## config.mk

```make
export PLATFORM = sky130hd
export DESIGN_NAME = turbo_stream_decoder_flat
export DESIGN_NICKNAME = d
export VERILOG_FILES = /design/src/rtl/turbo_pkg.sv /design/src/rtl/turbo_stream_decoder_if.sv /design/src/rtl/rsc_parity_gen.sv /design/src/rtl/turbo_stream_decoder.sv /design/src/flat_wrapper.sv
export SDC_FILE = /design/constraint.sdc
export NUM_CORES = 1
export LEC_CHECK = 0
export ABC_AREA = 0
export CORE_AREA = 3 3 89 83
export DETAILED_ROUTE_END_ITERATION = 10
export DIE_AREA = 0 0 92 86
export HOLD_SLACK_MARGIN = 0.12
export PLACE_DENSITY_LB_ADDON = 0.12
export SETUP_SLACK_MARGIN = 0.2
export SKIP_CTS_REPAIR_TIMING = 1
export SYNTH_ARGS = -nofsm -noshare
export SYNTH_HDL_FRONTEND = slang
export SYNTH_HIERARCHICAL = 1
export SYNTH_SLANG_ARGS = --single-unit
```

## constraint.sdc

```tcl
create_clock -name clk -period 6.6 [get_ports clk]
set_input_delay 0.99 -clock clk [delete_from_list [all_inputs] [get_ports clk]]
set_output_delay 0.99 -clock clk [all_outputs]
set_load 0.005 [all_outputs]
```

## src/rtl/turbo_pkg.sv

```systemverilog
// Shared turbo code constants: interleaver, RSC taps, frame geometry and FSM states.
package turbo_pkg;

   localparam int TRIPLET_BITS   = 3;
   localparam int FRAME_BITS     = 24;
   localparam int FRAME_TRIPLETS = FRAME_BITS / TRIPLET_BITS;

   // 7/5 RSC: feedback 111 (u, s1, s2), feedforward 101 (a, s1, s2)
   localparam logic [2:0] RSC_FB_TAPS = 3'o7;
   localparam logic [2:0] RSC_FF_TAPS = 3'o5;

   localparam logic [2:0] PI [0:7] = '{3'd0, 3'd4, 3'd1, 3'd5, 3'd2, 3'd6, 3'd3, 3'd7};

   typedef enum logic [1:0] {
      RECV  = 2'd0,
      CHECK = 2'd1,
      EMIT  = 2'd2
   } state_e;

   function automatic logic [2:0] pi_index(input logic [2:0] i);
      return PI[i];
   endfunction

endpackage

```

## src/rtl/turbo_stream_decoder_if.sv

```systemverilog
// Stream-in / byte-out bundle between the channel readout, the decoder and its consumer.
interface turbo_stream_decoder_if #(
   parameter int BYTE_CNT_W = 8
);
   logic                  serial_in;
   logic                  in_valid;
   logic                  in_ready;
   logic [7:0]            data_out;
   logic                  byte_valid;
   logic [3:0]            p1_err;
   logic [3:0]            p2_err;
   logic                  frame_ok;
   logic [BYTE_CNT_W-1:0] byte_count;

   modport master (
      output serial_in, in_valid,
      input  in_ready, data_out, byte_valid, p1_err, p2_err, frame_ok, byte_count
   );

   modport slave (
      input  serial_in, in_valid,
      output in_ready, data_out, byte_valid, p1_err, p2_err, frame_ok, byte_count
   );
endinterface

```

## src/rtl/rsc_parity_gen.sv

```systemverilog
// One 7/5 recursive systematic constituent: combinational parity of (state, u),
// state advances on en and clears on clr.
module rsc_parity_gen
   import turbo_pkg::*;
(
   input  logic clk,
   input  logic rst,
   input  logic clr,
   input  logic en,
   input  logic u,
   output logic parity
);

   logic s1_q, s2_q;
   logic a;

   always_comb begin
      a      = u ^ (RSC_FB_TAPS[1] & s1_q) ^ (RSC_FB_TAPS[0] & s2_q);
      parity = (RSC_FF_TAPS[2] & a) ^ (RSC_FF_TAPS[1] & s1_q) ^ (RSC_FF_TAPS[0] & s2_q);
   end

   // NOTE: non-blocking so s2 takes the old s1 while s1 takes a, as the shift register requires.
   always_ff @(posedge clk or posedge rst) begin
      if (rst) begin
         s1_q <= 1'b0;
         s2_q <= 1'b0;
      end else if (clr) begin
         s1_q <= 1'b0;
         s2_q <= 1'b0;
      end else if (en) begin
         s2_q <= s1_q;
         s1_q <= a;
      end
   end

endmodule

```

## src/rtl/turbo_stream_decoder.sv

```systemverilog
// Hard-decision turbo stream checker: collects 8 (d, p1, p2) triplets, re-encodes
// with RSC1 on the fly and RSC2 through the interleaver, then emits byte + error counts.
module turbo_stream_decoder
   import turbo_pkg::*;
#(
   parameter int BYTE_CNT_W = 8
) (
   input  logic                    clk,
   input  logic                    rst,
   turbo_stream_decoder_if.slave   bus
);

   localparam logic [1:0] ST_RECV  = RECV;
   localparam logic [1:0] ST_CHECK = CHECK;
   localparam logic [1:0] ST_EMIT  = EMIT;

   localparam logic [1:0] PH_DATA = 2'd0;
   localparam logic [1:0] PH_P1   = 2'd1;
   localparam logic [1:0] PH_P2   = 2'(TRIPLET_BITS - 1);
   localparam logic [2:0] IDX_LAST = 3'(FRAME_TRIPLETS - 1);

   logic [1:0]            state_q, state_d;
   logic [1:0]            phase_q, phase_d;
   logic [2:0]            idx_q, idx_d;
   logic [3:0]            p1_cnt_q, p1_cnt_d;
   logic [3:0]            p2_cnt_q, p2_cnt_d;
   logic [7:0]            sys_buf_q, sys_buf_d;
   logic [7:0]            p2_buf_q, p2_buf_d;
   logic [7:0]            data_q, data_d;
   logic [3:0]            p1_err_q, p1_err_d;
   logic [3:0]            p2_err_q, p2_err_d;
   logic                  frame_ok_q, frame_ok_d;
   logic                  byte_valid_q, byte_valid_d;
   logic [BYTE_CNT_W-1:0] byte_count_q, byte_count_d;

   logic in_ready;
   logic accept;
   logic rsc_clr;
   logic rsc1_en, rsc1_par;
   logic rsc2_en, rsc2_par;

   // Gated by rst so the upstream sees not-ready for the whole reset pulse.
   assign in_ready = (state_q == ST_RECV) && !rst;
   assign accept   = bus.in_valid && in_ready;
   assign rsc_clr  = (state_q == ST_EMIT);
   assign rsc1_en  = accept && (phase_q == PH_P1);
   assign rsc2_en  = (state_q == ST_CHECK);

   rsc_parity_gen u_rsc1 (
      .clk    (clk),
      .rst    (rst),
      .clr    (rsc_clr),
      .en     (rsc1_en),
      .u      (sys_buf_q[idx_q]),
      .parity (rsc1_par)
   );

   rsc_parity_gen u_rsc2 (
      .clk    (clk),
      .rst    (rst),
      .clr    (rsc_clr),
      .en     (rsc2_en),
      .u      (sys_buf_q[pi_index(idx_q)]),
      .parity (rsc2_par)
   );

   always_comb begin
      // NOTE: every next-state signal gets its hold value first so no path leaves it unassigned.
      state_d      = state_q;
      phase_d      = phase_q;
      idx_d        = idx_q;
      p1_cnt_d     = p1_cnt_q;
      p2_cnt_d     = p2_cnt_q;
      sys_buf_d    = sys_buf_q;
      p2_buf_d     = p2_buf_q;
      data_d       = data_q;
      p1_err_d     = p1_err_q;
      p2_err_d     = p2_err_q;
      frame_ok_d   = frame_ok_q;
      byte_valid_d = 1'b0;
      byte_count_d = byte_count_q;

      case (state_q)
         ST_RECV: begin
            if (accept) begin
               case (phase_q)
                  PH_DATA: begin
                     sys_buf_d[idx_q] = bus.serial_in;
                     phase_d          = PH_P1;
                  end
                  PH_P1: begin
                     if (bus.serial_in != rsc1_par) p1_cnt_d = p1_cnt_q + 4'd1;
                     phase_d = PH_P2;
                  end
                  default: begin
                     p2_buf_d[idx_q] = bus.serial_in;
                     phase_d         = PH_DATA;
                     if (idx_q == IDX_LAST) begin
                        state_d = ST_CHECK;
                        idx_d   = 3'd0;
                     end else begin
                        idx_d = idx_q + 3'd1;
                     end
                  end
               endcase
            end
         end

         ST_CHECK: begin
            if (rsc2_par != p2_buf_q[idx_q]) p2_cnt_d = p2_cnt_q + 4'd1;
            if (idx_q == IDX_LAST) begin
               state_d = ST_EMIT;
               idx_d   = 3'd0;
            end else begin
               idx_d = idx_q + 3'd1;
            end
         end

         ST_EMIT: begin
            data_d       = sys_buf_q;
            p1_err_d     = p1_cnt_q;
            p2_err_d     = p2_cnt_q;
            frame_ok_d   = (p1_cnt_q == 4'd0) && (p2_cnt_q == 4'd0);
            byte_valid_d = 1'b1;
            byte_count_d = byte_count_q + BYTE_CNT_W'(1);
            p1_cnt_d     = 4'd0;
            p2_cnt_d     = 4'd0;
            phase_d      = PH_DATA;
            idx_d        = 3'd0;
            state_d      = ST_RECV;
         end

         default: state_d = ST_RECV;
      endcase
   end

   always_ff @(posedge clk or posedge rst) begin
      if (rst) begin
         state_q      <= ST_RECV;
         phase_q      <= PH_DATA;
         idx_q        <= 3'd0;
         p1_cnt_q     <= 4'd0;
         p2_cnt_q     <= 4'd0;
         data_q       <= 8'h00;
         p1_err_q     <= 4'd0;
         p2_err_q     <= 4'd0;
         frame_ok_q   <= 1'b0;
         byte_valid_q <= 1'b0;
         byte_count_q <= '0;
      end else begin
         state_q      <= state_d;
         phase_q      <= phase_d;
         idx_q        <= idx_d;
         p1_cnt_q     <= p1_cnt_d;
         p2_cnt_q     <= p2_cnt_d;
         data_q       <= data_d;
         p1_err_q     <= p1_err_d;
         p2_err_q     <= p2_err_d;
         frame_ok_q   <= frame_ok_d;
         byte_valid_q <= byte_valid_d;
         byte_count_q <= byte_count_d;
      end
   end

   // NOTE: frame buffers need no reset; every bit is rewritten before CHECK/EMIT reads it.
   always_ff @(posedge clk) begin
      sys_buf_q <= sys_buf_d;
      p2_buf_q  <= p2_buf_d;
   end

   assign bus.in_ready   = in_ready;
   assign bus.data_out   = data_q;
   assign bus.byte_valid = byte_valid_q;
   assign bus.p1_err     = p1_err_q;
   assign bus.p2_err     = p2_err_q;
   assign bus.frame_ok   = frame_ok_q;
   assign bus.byte_count = byte_count_q;

endmodule
```

## src/flat_wrapper.sv

```systemverilog
// flat-port wrapper written by rule: the top's interface ports become plain ports
module turbo_stream_decoder_flat import turbo_pkg::*;
#(
   parameter int BYTE_CNT_W = 8
)
  (clk, rst, bus_serial_in, bus_in_valid, bus_in_ready, bus_data_out, bus_byte_valid, bus_p1_err, bus_p2_err, bus_frame_ok, bus_byte_count);
  turbo_stream_decoder_if #(.BYTE_CNT_W(BYTE_CNT_W)) bus_i ();
  input  logic clk;
  input  logic rst;
  input wire logic [$bits(bus_i.serial_in)-1:0] bus_serial_in;
  input wire logic [$bits(bus_i.in_valid)-1:0] bus_in_valid;
  output wire logic [$bits(bus_i.in_ready)-1:0] bus_in_ready;
  output wire logic [$bits(bus_i.data_out)-1:0] bus_data_out;
  output wire logic [$bits(bus_i.byte_valid)-1:0] bus_byte_valid;
  output wire logic [$bits(bus_i.p1_err)-1:0] bus_p1_err;
  output wire logic [$bits(bus_i.p2_err)-1:0] bus_p2_err;
  output wire logic [$bits(bus_i.frame_ok)-1:0] bus_frame_ok;
  output wire logic [$bits(bus_i.byte_count)-1:0] bus_byte_count;
  assign bus_i.serial_in = bus_serial_in;
  assign bus_i.in_valid = bus_in_valid;
  assign bus_in_ready = bus_i.in_ready;
  assign bus_data_out = bus_i.data_out;
  assign bus_byte_valid = bus_i.byte_valid;
  assign bus_p1_err = bus_i.p1_err;
  assign bus_p2_err = bus_i.p2_err;
  assign bus_frame_ok = bus_i.frame_ok;
  assign bus_byte_count = bus_i.byte_count;
  turbo_stream_decoder #(.BYTE_CNT_W(BYTE_CNT_W)) u_core (.clk(clk), .rst(rst), .bus(bus_i));
endmodule
```

### Word level (Yosys, flattened, before mapping)

Memory sizes are Yosys's and may differ from the RTL's.
Cells that the tools add are included.

| operators by class | value |
|---|---|
| add/sub/neg operators | 4 |
| $mul | 0 |
| divide/modulo/power cells | 0 |
| order comparisons | 4 |
| eq/ne operators | 13 |
| shifts and indexed selects | 0 |
| multiplexer cells | 39 |
| bitwise gates (word level) | 8 |
| reductions and logical operators | 22 |

Operator list:

| operator | number |
|---|---|
| $bwmux 8 | 2 |
| $mux 4 | 4 |
| $pmux 4 s2 | 2 |
| $mux 3 | 5 |
| $mux 1 | 13 |
| $ne 2x2->1 const B | 6 |
| $pmux 2 s2 | 3 |
| $mux 2 | 5 |
| $bmux 1 s3 | 3 |
| $pmux 3 s3 | 1 |
| $reduce_and 3->1 | 3 |
| $add 4x1->4 const B | 2 |
| $add 8x1->8 const B | 1 |
| $logic_not 4->1 | 2 |
| $lt 3x4->1 const B | 2 |
| $reduce_and 4->1 | 2 |
| $reduce_bool 2->1 | 3 |
| $xor 1x1->1 | 6 |
| $logic_and 1x1->1 | 5 |
| $eq 2x1->1 const B | 2 |
| $ge 4x4->1 const B | 1 |
| $logic_not 2->1 | 2 |
| $not 3->4 | 1 |
| $reduce_and 2->1 | 2 |
| 11 further kinds | 12 |

| word-level totals | value |
|---|---|
| register bits after elaboration | 61 |
| bits in latches | 0 |
| bits in writable memories | 0 |
| ROM bits | 24 |
| input bits | 4 |
| output and inout port bits | 27 |
| logic and storage cells | 108 |
| memories | 1 |

Memories:

| name | depth | width | rd ports | clocked after Yosys merged registers in | write ports | line | text |
|---|---|---|---|---|---|---|---|
| (name not given) | 8 | 3 | 1 | 0 | 0 | turbo_pkg.sv:21 | `return PI[i];` |

### Logic depth before layout (Yosys ltp)

Gate-level depths: netlist of run 1.

| logic depth | value |
|---|---|
| word-level depth | 12 |
| gate-level depth with buffers | 12 |

### Hierarchy

Netlist of run 1, hierarchy kept.

Modules (own cells, without submodules):

| module | times used | cells an instance | area each (sq um) | seq. area each (sq um) |
|---|---|---|---|---|
| turbo_stream_decoder | 1 | 234 | 2760.1 | 1506.4 |
| rsc_parity_gen | 2 | 11 | 108.9 | 50.0 |

### Least setup slack after synthesis of run 1

No wires, ideal clock.

| timing path | value |
|---|---|
| path type | register -> register |
| start point | register u_core.idx_q[1] |
| end point | register u_core.p2_cnt_q[0] |
| library setup time | 0.104 ns |
| data arrival time | 2.360 ns |
| required time | 6.496 ns |
| slack | 4.136 ns |
| cell stages (with the launch flop) | 8 |
| path buffers | 1 |
| clock period less this slack | 2.464 ns |
| path through | dfrtp_1 > buf_2 > mux4_2 > mux2_2 > xor2_1 > xor2_4 > or4b_1 > o311ai_1 |

| between the ends | value |
|---|---|
| cells in the longest elaborated chain, start to end | 12 |
| elaborated cells on any way between the ends | 14 |

Ends and longest elaborated chain:

| element | line | text |
|---|---|---|
| start, declared | turbo_stream_decoder.sv:24 | `logic [2:0] idx_q, idx_d;` |
| start signal, assigned | turbo_stream_decoder.sv:153 | `idx_q <= idx_d;` |
| $not 3->4 (not written as such) | turbo_pkg.sv:21 |  |
| $mem_v2 8x3 | n/a |  |
| $mux 3 (not written as such) (2 in series) | turbo_pkg.sv:21 |  |
| $bmux 1 s3 | turbo_stream_decoder.sv:63 | `.u (sys_buf_q[pi_index(idx_q)]),` |
| $mux 1 (not written as such) | turbo_stream_decoder.sv:63 |  |
| $xor 1x1->1 (2 in series) | rsc_parity_gen.sv:18 | `a = u ^ (RSC_FB_TAPS[1] & s1_q) ^ (RSC_FB_TAPS[0] & s2_q);` |
| $xor 1x1->1 | rsc_parity_gen.sv:19 | `parity = (RSC_FF_TAPS[2] & a) ^ (RSC_FF_TAPS[1] & s1_q) ^ (RSC_FF_TAPS[0] & s2_q);` |
| named net u_core.rsc2_par | turbo_stream_decoder.sv:40 | `logic rsc2_en, rsc2_par;` |
| $ne 1x1->1 | turbo_stream_decoder.sv:110 | `if (rsc2_par != p2_buf_q[idx_q]) p2_cnt_d = p2_cnt_q + 4'd1;` |
| $ne 2x2->1 (no line) | n/a |  |
| $reduce_and 2->1 (no line) | n/a |  |
| end signal, assigned | turbo_stream_decoder.sv:155 | `p2_cnt_q <= p2_cnt_d;` |
| end, declared | turbo_stream_decoder.sv:26 | `logic [3:0] p2_cnt_q, p2_cnt_d;` |

The timed path passes the listed nets, and every way through them passes these cells. The select of a mux whose other input is x is not followed.
A chain may end at the register's enable or synchronous reset.

### Worst setup path after layout of run 1

| timing path | value |
|---|---|
| start point | input rst |
| end point | output bus_in_ready |

| between the ends | value |
|---|---|
| cells in the longest elaborated chain, start to end | 2 |

Ends and longest elaborated chain:

| element | line | text |
|---|---|---|
| start, declared | flat_wrapper.sv:9 | `input logic rst;` |
| $logic_not 1->1 | turbo_stream_decoder.sv:43 | `assign in_ready = (state_q == ST_RECV) && !rst;` |
| $logic_and 1x1->1 | turbo_stream_decoder.sv:43 |  |
| end, declared | flat_wrapper.sv:12 | `output wire logic [$bits(bus_i.in_ready)-1:0] bus_in_ready;` |

Every way passes these cells.

==> metrics.cfg, run 1 <==
[global_route]
grt_use_total_pct = 15.9
antenna_found_initial = 0
grt.overflow.total = 0
grt_max_degree = 50
grt_pass1_vias = 1972
grt_pass1_wl_um = 9770

[logic_synthesis]
synth_edf_count = 16
syn_area_per_cell_um2 = 11.6
synth-seq-area-share_pct = 53.9
synth_ff_type = dfrtp_1
syn_area_um2 = 2980
synth_area_leader_cell = dfrtp_1
synthDistinctLibCells = 41
synthArstFlopShare_pct = 73.8
yosys_warnings = 6
synth_top_area_share_pct = 37.8
syn_nets = 271
synth_cells = 256
ys_seq_elements = 61
yosys-top-cells-area = dfrtp_1 38%, edfxtp_1 16%, mux2_1 7.2%, ha_1 4.6%, mux4_2 3.0%

[finish]
areaGrowthSynthToFinish_pct = 19.2
diodes = 0
drive_gt1_share_pct = 8.25
final_cell_mix = 45 x dfrtp_1, 30 x clkdlybuf4s50_1, 19 x mux2_1, 19 x nor2_1
mostFrequentLayoutCell = dfrtp_1
fin_nets = 301

[sta]
finalHoldViolations = 0
rsz0062_at_grt = no
setup_slack_ps = 3510
period_needed_ps = 3090
fin_setup_tns_ps = 0
worst_pin_slew_ps = 949
slew_headroom_pct = 36.7
min_period_over_period_pct = 46.9
setup_viol = 0
skew_ps = 6.40
fmax_ghz = 0.323
slew_viol_final = 0

[worst_hold_path]
hp-start = u_core/bus.byte_count[7]
min_path_type = flip-flop to flip-flop
holdPathStages = 1
holdPathEnd = u_core/bus.byte_count[7]

[worst_setup_path]
r2r-end = u_core/p1_cnt_q[3]
setup.worst_path.class = input port to output pin
reg2regPathDepth = 10
critPathLaunch = rst
endpoint_kind = output pin
worstPathMaxFanout = 5
path_buf_inv = 2
crit_chain = clkdlybuf4s50_1 -> nor2_1 -> clkdlybuf4s50_1
startpoint_type = input port
r2r_setup_slack_ps = 3700
crit_slowest_cell = clkdlybuf4s50_1
worst_path_dominant_cell_family = buffers and inverters
max_stage_delay_ps = 510
crit_required_ps = 5610
cp.arrival_ps = 2100
r2r_start = u_core/idx_q[2]
crit_path_frequent_cell = clkdlybuf4s50_1

[die]
chipHeight_um = 86
ios = 31
initial_core_util_pct = 45.7
row_count = 28
core_area_um2 = 6520
die_w_um = 92
dieArea_um2 = 7910

[placed_design]
gp_congestion = 0.764
pre_cts_slack_ps = 3490
portBuffers = 30
place_hpwl_um = 3670

[clock_tree]
clock_latency_ps = 330
numCtsBuffers = 9
htree_levels = 3
cts_tree = yes
clockRootBuffer = clkbuf_8
clockBufferDepth = 2
clk_pin_slew_ps = 70
cts_num_sinks = 61

[routing]
vias_per_cell = 5.21
vias = 1986
ant_nets = 0
drc_errors = 0
first_pass_iters = 4
wl_per_cell_um = 14.6
wl_um = 5560
first_iter_violations = 88

[power_and_ir_drop]
ir_drop_mv = 0.140
leakage_nw = 1.47
p_per_area_nw_per_um2 = 309
finalPower_mw = 1.10

[run]
cap_violations = 0

[outcome]
outcome = completed

## metrics by stage
| step | utilization [%] | hold WS, ps | instances | instance area (um2) |
|---|---|---|---|---|
| 2_1_floorplan | - | 465 | 256 | 2980 |
| 3_3_place_gp | 51.3 | 457 | 365 | 3350 |
| 3_5_place_dp | 51.3 | 463 | 365 | 3350 |
| 4_1_cts | 54.5 | 475 | 381 | 3550 |
| 5_1_grt | 54.5 | 482 | 381 | 3550 |
| 6_report | 54.5 | 470 | 381 | 3550 |
## cell families after synthesis
logic type / count (synthesis) / share of synthesized area (%)
compound gates: 34 / 7.06
xor+xnor: 13 / 4.45
fa+ha+maj: 11 / 4.62
buf+inv: 29 / 3.99
flops: 61 / 53.9
mux: 27 / 12.0
simple gates: 81 / 13.9
## flip-flops by register name, summed over array words and instances, names as in the netlist, 2 cells and up
name / cells
u_core/sys_buf_q: 8
u_core/bus.data_out: 8
u_core/bus.p2_err: 4
u_core/p2_cnt_q: 4
u_core/phase_q: 2
u_core/bus.p1_err: 4
u_core/state_q: 2
u_core/idx_q: 3
u_core/bus.byte_count: 8
u_core/p2_buf_q: 8
u_core/p1_cnt_q: 4
## layout make-up
type                    instances  area, um2
multi-input cells             166       1250
fillers                       593       2970
flip-flops and latches         61       1610
clock inverters                 4       47.5
clock buffers                  12        155
well taps                      90        113
repair buffers                 31        308
inverters                      17       63.8
## cells in the mapped netlist (7+ instances only)
| library cell | number |
|---|---|
| dfrtp_1 | 45 |
| mux2_1 | 19 |
| nor2_1 | 19 |
| inv_1 | 17 |
| nand2_1 | 17 |
| edfxtp_1 | 16 |
| ha_1 | 11 |
| nor3_1 | 10 |
| o21ai_1 | 9 |
| nand3_1 | 8 |
| xor2_1 | 8 |
| a21oi_1 | 7 |
## worst register-to-register path: stages (launching register included)
cell	delay (ps)
dfrtp_1	720
nand2b_1	270
o22ai_1	210
nand2_1	70
o211ai_1	210
xor2_1	140
xor2_1	180
a41oi_1	640
nor3_1	110
a21oi_1	140
o21ai_1	70
## worst max path at each step
stage | to | slack, ps | cells past startpoint
finish | bus_in_ready | 3510 | 3
global route | u_core/p1_cnt_q[2] | 3370 | 10
CTS | bus_in_ready | 3490 | 3
detailed placement | bus_in_ready | 3490 | 3
global placement | bus_in_ready | 3510 | 3
floorplan | u_core/p2_cnt_q[0] | 4140 | 7
## power by group
| part | switching (mW) | internal [mW] |
|---|---|---|
| clock | 0.143 | 0.194 |
| sequential | 0.0708 | 0.424 |
| combinational | 0.143 | 0.122 |
| total | 0.357 | 0.740 |
## layer usage
| layer | up-vias | track usage, % | wire [um] |
|---|---|---|---|
| li1 | 964 | - | - |
| met2 | 42 | 23.2 | 2550 |
| met3 | 7 | 6.05 | 269 |
| met1 | 973 | 22.2 | 2670 |
| met5 | - | 0 | 0 |
| met4 | 0 | 4.45 | 61 |
(Power assumes the default switching activity.)
==> run 2: changes to the inputs <==
clock period = 2.6 ns   (was 6.6 ns; I/O delays follow)
==> run 2 against run 1 <==
Net effect:
- total power grew to 2.8 times the previous value
- highest routed layer unchanged
- register-to-register slack lost 3400 ps
- non-clock buffer count grew 17
- first-iteration DRC count grew 18%
- clock power grew to 2.7 times the previous value
- cell count grew 4.5%
- global-route usage shrank 0.44 points
- count of clock-buffer cells in the layout shrank 1
==> metrics.cfg, run 2 (synthesis results as in run 1) <==
[outcome]
outcome = completed

[worst_setup_path]
cp.arrival_ps = 2560
setup.worst_path.class = flip-flop to flip-flop
startpoint_type = flip-flop
path_buf_inv = 1
crit_slowest_cell = mux4_2
endpoint_kind = flip-flop
worstPathMaxFanout = 2
max_stage_delay_ps = 480
crit_path_frequent_cell = xor2_4
crit_chain = buf_4 -> mux4_2 -> mux2_4 -> xor2_4 -> xor2_4 -> or4b_1 -> o311ai_1
crit_required_ps = 2830
worst_path_dominant_cell_family = multiplexers

[sta]
fin_setup_tns_ps = 0
skew_ps = 10.1
setup_viol = 0
worst_pin_slew_ps = 624
slew_headroom_pct = 58.4
fmax_ghz = 0.430
slew_viol_final = 0
period_needed_ps = 2330
rsz0062_at_grt = yes
finalHoldViolations = 0
min_period_over_period_pct = 89.5

[finish]
final_cell_mix = 43 x dfrtp_1, 30 x clkdlybuf4s50_1, 19 x mux2_1, 19 x nor2_1
drive_gt1_share_pct = 14.6
areaGrowthSynthToFinish_pct = 25.5
stdcell_area_um2 = 3740
mostFrequentLayoutCell = dfrtp_1
diodes = 0
fin_nets = 318
nFillCells = 595

[die]
row_count = 28
chipHeight_um = 86
dieArea_um2 = 7910
core_area_um2 = 6520
ios = 31
initial_core_util_pct = 45.7
die_w_um = 92

[global_route]
grt_pass1_vias = 1953
grt_pass1_wl_um = 9520
grt_max_degree = 42
antenna_found_initial = 0
grt_use_total_pct = 15.4
grt.overflow.total = 0

[worst_hold_path]
min_path_type = input port to asynchronous set/reset pin

[placed_design]
dpl_cell_area_um2 = 3430
gp_congestion = 0.732
portBuffers = 30
place_hpwl_um = 3870

[clock_tree]
numCtsBuffers = 9
cts_num_sinks = 61
htree_levels = 3
clk_pin_slew_ps = 70
cts_tree = yes
clockRootBuffer = clkbuf_8
clockBufferDepth = 2
clock_latency_ps = 330

[run]
cap_violations = 0

[routing]
vias = 2022
drc_errors = 0
ant_nets = 0
first_pass_iters = 4
vias_per_cell = 5.08
wl_per_cell_um = 14.1
wl_um = 5620
first_iter_violations = 104

[power_and_ir_drop]
p_per_area_nw_per_um2 = 826
ir_drop_mv = 0.550
leakage_nw = 1.56

run 2: cell count changes in the layout (fill, tap and decap cells not counted), sizes merged:
cell / change
buf: +17
bufinv: +1
clkbuf: -1
clkinv: +2
clkinvlp: -1
inv: -1
run 2: final timing paths:
path / end / from / cells past startpoint / slack (ps)
min: u_core/u_rsc1/s2_q / rst / 2 / 320
max: u_core/p2_cnt_q[0] / u_core/idx_q[1] / 7 / 270
max in group asynchronous: u_core/idx_q[0] / rst / 3 / 1610
min in group clk: u_core/bus.data_out[2] / u_core/bus.data_out[2] / 1 / 480
min reg2reg: u_core/bus.data_out[2] / u_core/bus.data_out[2] / 1 / 480
max reg2reg: u_core/p2_cnt_q[0] / u_core/idx_q[1] / 7 / 270
run 2: layer usage:
layer,GRT usage (%),wire length [um],vias up
met1,21.0,2760,976
met2,23.1,2530,36
met4,4.45,59,0
met5,0,0,-
li1,-,-,1005
met3,5.79,269,5
run 2: final cells by class:
cell class	count	area [um2]	area share, %
Inverter	17	63.8	1.71
Tap cell	90	113	3.01
Clock buffer	11	141	3.78
Timing Repair Buffer	48	439	11.8
Clock inverter	5	73.8	1.98
Sequential cell	61	1610	43.1
Multi-Input combinational cell	166	1300	34.7
run 2: report_power, final:
group / leakage (nW) / internal, mW / switching [mW]
registers: 0.719 / 1.08 / 0.138
clock network: 0.111 / 0.559 / 0.351
logic: 0.732 / 0.483 / 0.475
run 2: stage by stage:
step	std cells	setup slack [ps]	total power, mW	hold WS [ps]	utilization, %
3_3_place_gp	375	277	2.02	456	52.6
2_1_floorplan	256	220	1.83	131	-
5_1_grt	398	140	3.29	335	57.4
3_5_place_dp	375	268	2.05	474	52.6
4_1_cts	391	204	2.98	309	55.9
6_report	398	272	3.09	320	57.4
run 2: worst reg2reg max path, stage by stage, from the launching register on:
cell and delay, ps:
dfrtp_1 370, buf_4 140, mux4_2 480, mux2_4 310, xor2_4 170, xor2_4 190, or4b_1 480, o311ai_1 90
